$ cat src/rtl/rpn_stack_calculator_16_bit.sv
// rpn_stack_calculator_16_bit: RPN token calculator driving an external LIFO through push/pop/peek strobes.
module rpn_stack_calculator_16_bit #(
  parameter int DATA_WIDTH = 16
) (
  input  logic                  Clk_In,
  input  logic                  Reset_In,
  input  logic [DATA_WIDTH-1:0] Token_Data_In,
  input  logic                  Token_Is_Op_In,
  input  logic                  Token_Valid_In,
  output logic                  Token_Ready_Out,
  input  logic                  Clear_In,
  output logic [DATA_WIDTH-1:0] Stack_Data_Out,
  output logic                  Stack_Push_Out,
  output logic                  Stack_Pop_Out,
  output logic                  Stack_Peek_Out,
  input  logic [DATA_WIDTH-1:0] Stack_Data_In,
  input  logic                  Stack_Empty_In,
  input  logic                  Stack_Full_In,
  output logic [DATA_WIDTH-1:0] Result_Out,
  output logic                  Result_Valid_Out,
  output logic                  Error_Out,
  output logic [1:0]            Error_Code_Out
);
  typedef enum logic [3:0] {IDLE, PUSH, POP_B, CAP_B, POP_A, CAP_A, PEEK, CAP_R, DROP, ERR} state_t;
  state_t state, state_n;
  logic [DATA_WIDTH-1:0] data_q, b_q, res;
  logic [2:0] op_q;
  logic [1:0] code_n;
  logic accept;
  assign Token_Ready_Out = (state == IDLE) & ~Reset_In;
  assign accept = Token_Valid_In & Token_Ready_Out;
  assign Error_Out = state == ERR;
  assign Stack_Data_Out = data_q;
  // A arrives on Stack_Data_In during CAP_A; B was latched in CAP_B.
  assign res = op_q == 3'd0 ? Stack_Data_In + b_q :
               op_q == 3'd1 ? Stack_Data_In - b_q :
               op_q == 3'd2 ? Stack_Data_In & b_q :
               op_q == 3'd3 ? Stack_Data_In | b_q :
               op_q == 3'd4 ? Stack_Data_In ^ b_q :
               op_q == 3'd5 ? Stack_Data_In * b_q : '0;
  always_comb begin
    state_n = state;
    code_n = 2'b00;
    Stack_Push_Out = 1'b0;
    Stack_Pop_Out = 1'b0;
    Stack_Peek_Out = 1'b0;
    case (state)
      IDLE: if (accept) begin
        if (!Token_Is_Op_In) begin
          state_n = Stack_Full_In ? ERR : PUSH;
          code_n = Stack_Full_In ? 2'b01 : 2'b00;
        end else if (Stack_Empty_In) begin
          state_n = ERR;
          code_n = 2'b10;
        end else
          state_n = Token_Data_In[2:0] == 3'd6 ? PEEK : Token_Data_In[2:0] == 3'd7 ? DROP : POP_B;
      end
      PUSH: begin
        Stack_Push_Out = 1'b1;
        state_n = IDLE;
      end
      POP_B: begin
        Stack_Pop_Out = 1'b1;
        state_n = CAP_B;
      end
      CAP_B: state_n = POP_A;
      POP_A: begin
        Stack_Pop_Out = ~Stack_Empty_In;
        state_n = Stack_Empty_In ? ERR : CAP_A;
        code_n = Stack_Empty_In ? 2'b10 : 2'b00;
      end
      CAP_A: state_n = PUSH;
      PEEK: begin
        Stack_Peek_Out = 1'b1;
        state_n = CAP_R;
      end
      CAP_R: state_n = IDLE;
      DROP: begin
        Stack_Pop_Out = 1'b1;
        state_n = IDLE;
      end
      ERR: state_n = Clear_In ? IDLE : ERR;
      default: state_n = IDLE;
    endcase
  end
  always_ff @(posedge Clk_In or posedge Reset_In) begin
    if (Reset_In) begin
      state <= IDLE;
      data_q <= '0;
      b_q <= '0;
      op_q <= '0;
      Result_Out <= '0;
      Result_Valid_Out <= 1'b0;
      Error_Code_Out <= 2'b00;
    end else begin
      state <= state_n;
      Result_Valid_Out <= state == CAP_R;
      if (accept && !Token_Is_Op_In) data_q <= Token_Data_In;
      if (accept && Token_Is_Op_In) op_q <= Token_Data_In[2:0];
      if (state == CAP_B) b_q <= Stack_Data_In;
      if (state == CAP_A) data_q <= res;
      if (state == CAP_R) Result_Out <= Stack_Data_In;
      if (state_n == ERR && state != ERR) Error_Code_Out <= code_n;
      else if (state == ERR && Clear_In) Error_Code_Out <= 2'b00;
    end
  end
endmodule

$ cat config.mk
export PLATFORM = sky130hd
export DESIGN_NAME = rpn_stack_calculator_16_bit
export DESIGN_NICKNAME = d
export VERILOG_FILES = /design/src/rtl/rpn_stack_calculator_16_bit.sv
export SDC_FILE = /design/constraint.sdc
export NUM_CORES = 1
export LEC_CHECK = 0
export CORE_MARGIN = 3
export CORE_UTILIZATION = 54
export DETAILED_ROUTE_END_ITERATION = 8
export GPL_TIMING_DRIVEN = 1
export PLACE_DENSITY_LB_ADDON = 0.08
export SYNTH_ARGS = -nofsm -noshare
export SYNTH_HDL_FRONTEND = slang
export SYNTH_SLANG_ARGS = --single-unit
$ cat constraint.sdc
create_clock -name Clk_In -period 5.9 [get_ports Clk_In]
set_input_delay 1.18 -clock Clk_In [delete_from_list [all_inputs] [get_ports Clk_In]]
set_output_delay 1.18 -clock Clk_In [all_outputs]
set_load 0.1 [all_outputs]
==> results of run 1 <==
==> area by class of cell <==
class                      instances  area [um2]  share of cell area
clock buffer                      10         239              0.0218
clock inverter                     6        41.3             0.00377
inverter                         168         684              0.0626
multi-input combinational        787        6620               0.605
sequential                        58        1450               0.133
tap                              211         264              0.0241
timing repair buffer             193        1640               0.150
==> cell families (layout without fill, tap and decap cells) <==
group,count (synthesis),after routing,share of synthesized area
adder cells (fa/ha/maj),178,178,0.332
multiplexers,21,21,0.0265
buffers and inverters,207,377,0.0999
AND/OR/NAND/NOR,324,324,0.160
flip-flops,58,58,0.170
XOR/XNOR,51,51,0.0538
AO/OA/AOI/OAI,213,213,0.157
==> worst max-delay path, cell delays in order <==
cell and delay, ns:
buf_6 0.11, clkinv_4 0.06, nor2_2 0.05, fa_1 0.53, inv_1 0.05, fa_1 0.49
fa_2 0.44, fa_1 0.50, inv_2 0.04, fa_1 0.54, inv_2 0.04, fa_1 0.51
inv_2 0.05, ha_4 0.27, inv_4 0.04, o41ai_4 0.40, a31oi_2 0.19, xnor2_2 0.21
nor2_1 0.06, o21a_1 0.21, o32ai_2 0.11, a22oi_1 0.11
==> state kept, by name (all words and copies together) (netlist names) <==
signal / cells
state: 4
op_q: 3
Stack_Data_Out: 16
Result_Out: 16
Result_Valid_Out: 1
b_q: 16
Error_Code_Out: 2
==> how the worst max path moves through the flow <==
| stage | start | endpoint | slack, ns |
|---|---|---|---|
| finish | Stack_Data_In[7] | Stack_Data_Out[15] | -0.08 |
| floorplan | Stack_Data_In[6] | Stack_Data_Out[15] | 0.005 |
| CTS | Stack_Data_In[6] | Stack_Data_Out[15] | -0.18 |
| detailed placement | Stack_Data_In[5] | Stack_Data_Out[15] | -1.12 |
| global placement | Stack_Data_In[5] | Stack_Data_Out[12] | -0.94 |
| global route | Stack_Data_In[7] | Stack_Data_Out[15] | -0.21 |
==> what timing repair did <==
item / CTS / global route
pin swaps: 42 / 55
resized for setup: 93 / 58
setup buffers: 13 / 1
endpoints found under the hold margin: 0 / 0
setup endpoints to repair: 8 / 8
gates cloned: 0 / 0
==> metrics by stage <==
| stage | area (um2) | setup TNS [ns] | util | instances | hold WS [ns] |
|---|---|---|---|---|---|
| 2_1_floorplan | 8720 | 0 | - | 1052 | 0.540 |
| 3_3_place_gp | 10300 | -6.32 | 0.670 | 1405 | 0.460 |
| 3_5_place_dp | 10300 | -7.31 | 0.670 | 1405 | 0.471 |
| 4_1_cts | 10800 | -0.334 | 0.703 | 1433 | 0.483 |
| 5_1_grt | 10900 | -0.633 | 0.712 | 1433 | 0.509 |
| 6_report | 10900 | -0.0852 | 0.712 | 1433 | 0.482 |
==> synthesized netlist by cell type (3+ instances only) <==
master	n
o21bai_1	7
nor4_1	3
nor2_1	123
nor3_1	9
mux2_2	3
clkbuf_8	5
mux2i_1	17
buf_4	4
clkinv_1	11
fa_1	82
xnor2_1	38
nand2b_1	12
o221ai_1	3
xor2_1	12
o211ai_1	3
nor3b_1	4
a31oi_1	8
nand2_1	140
a21o_1	9
a221oi_1	5
dfrtp_1	58
ha_1	96
a211oi_1	7
clkbuf_1	23
nand3_1	8
o22ai_1	13
inv_1	157
o21a_1	4
a21oi_1	43
buf_2	4
o21ai_0	75
a22oi_1	5
nor2b_1	10
o31ai_1	4
==> per-layer routing <==
metal | track usage | wire length, um | up-vias
li1 | - | - | 3761
met2 | 0.503 | 12300 | 372
met4 | 0.0963 | 818 | 2
met5 | 0 | 16 | -
met1 | 0.435 | 11600 | 3815
met3 | 0.0760 | 2320 | 62
==> flow_summary.json, run 1 <==
{
  "antenna_found_initial": 1,
  "cts-buffers-inserted": 9,
  "violations": "setup timing",
  "layout_commonest_cell": "nand2_1",
  "dp_slack_ns": -1.12,
  "fin_ws_ns": -0.0849,
  "clk-insertion-delay-late_ns": 0.35,
  "cp_max_fo": 5,
  "fp-row-count": 45,
  "synth_ff_type": "dfrtp_1",
  "ys_ff_latch": 58,
  "layout.nets": 1434,
  "critPathCaptureType": "register",
  "max_freq_mhz": 167,
  "grt_overflow_total": 0,
  "num_antenna_cells": 0,
  "post_drt_wl_per_cell_um": 18.9,
  "r2r_start": "b_q[3]",
  "slew_violations": 0,
  "synth.area.top_cells": "fa_1, dfrtp_1, ha_1",
  "fin_crit_sh": 1.01,
  "layout-drive-gt1-share": 0.207,
  "cts_tree": "built",
  "ys_async_sr_fraction": 1.00,
  "drc": 0,
  "finalSetupViolCount": 2,
  "hold_path_end": "Result_Out[12]",
  "slew_headroom": 0.260,
  "critical_path_class": "input port to register",
  "dr.pass1.iters": 5,
  "grt_setup_unrepaired": "yes",
  "syn_inst": 1052,
  "cts_buffer_depth": 2,
  "netlist.top_cell.by_area": "fa_1",
  "finalHoldViolations": 0,
  "final_cell_mix": "nand2_1, inv_1, buf_4",
  "r2r_cells": 24,
  "cts_sinks": 58,
  "wl_um": 27100,
  "reg2reg_slack_ns": 0.20,
  "synth_edf_count": 0,
  "die_h_um": 132,
  "crit_required_ns": 6.12,
  "netlist_area_mm2": 0.00855,
  "die-area_mm2": 0.0174,
  "coreArea_mm2": 0.0154,
  "synthDistinctLibCells": 71,
  "synth_nets": 1269,
  "via_per_inst": 5.59,
  "yosysSeqAreaShare": 0.170,
  "fill_cells": 1257,
  "avgSynthCellArea_um2": 8.13,
  "vias": 8012,
  "pin_count": 79,
  "track_usage": 0.318,
  "tightest_slew_ns": 1.11,
  "critPathArrivalTime_ns": 6.20,
  "place_congestion": 1.02,
  "cts-hold-fix-buffers": 0,
  "finClkSkew_ns": 0.0120,
  "clk_pin_slew_ns": 0.06,
  "hpwl_um": 21700,
  "areaGrowthSynthToFinish_pct": 27.9,
  "whs_path_depth": 2,
  "grt_pass1_vias": 7923,
  "yosys_warnings": 0,
  "reg2reg_to": "Stack_Data_Out[15]",
  "maxCapViolations": 0,
  "grt_pass1_wl_um": 43500,
  "clock-root-buffer": "clkbuf_16",
  "min_from": "Result_Out[12]",
  "start_util": 0.556,
  "synthDominantCellAreaShare": 0.192,
  "outcome": "complete, but fails checks",
  "min_path_type": "register to register",
  "grt_start_max_net_pins": 59,
  "first_iter_violations": 733,
  "die-width_um": 132,
  "io_buffers": 78,
  "start_kind": "input port",
  "cts_max_level": 3,
  "postRouteAntennaNets": 0,
  "period_needed_ns": 5.98
}
Power of run 1 is not shown: default switching activity piles up to over one toggle a cycle in this logic, so the estimate is an artifact.
==> run 2: changes to the inputs <==
Settings changed: TNS_END_PERCENT from default to 50.
==> results of run 2 <==
Final layout, timing and power as in run 1 (identical DEF).
Power of run 2 is left out for the same reason.
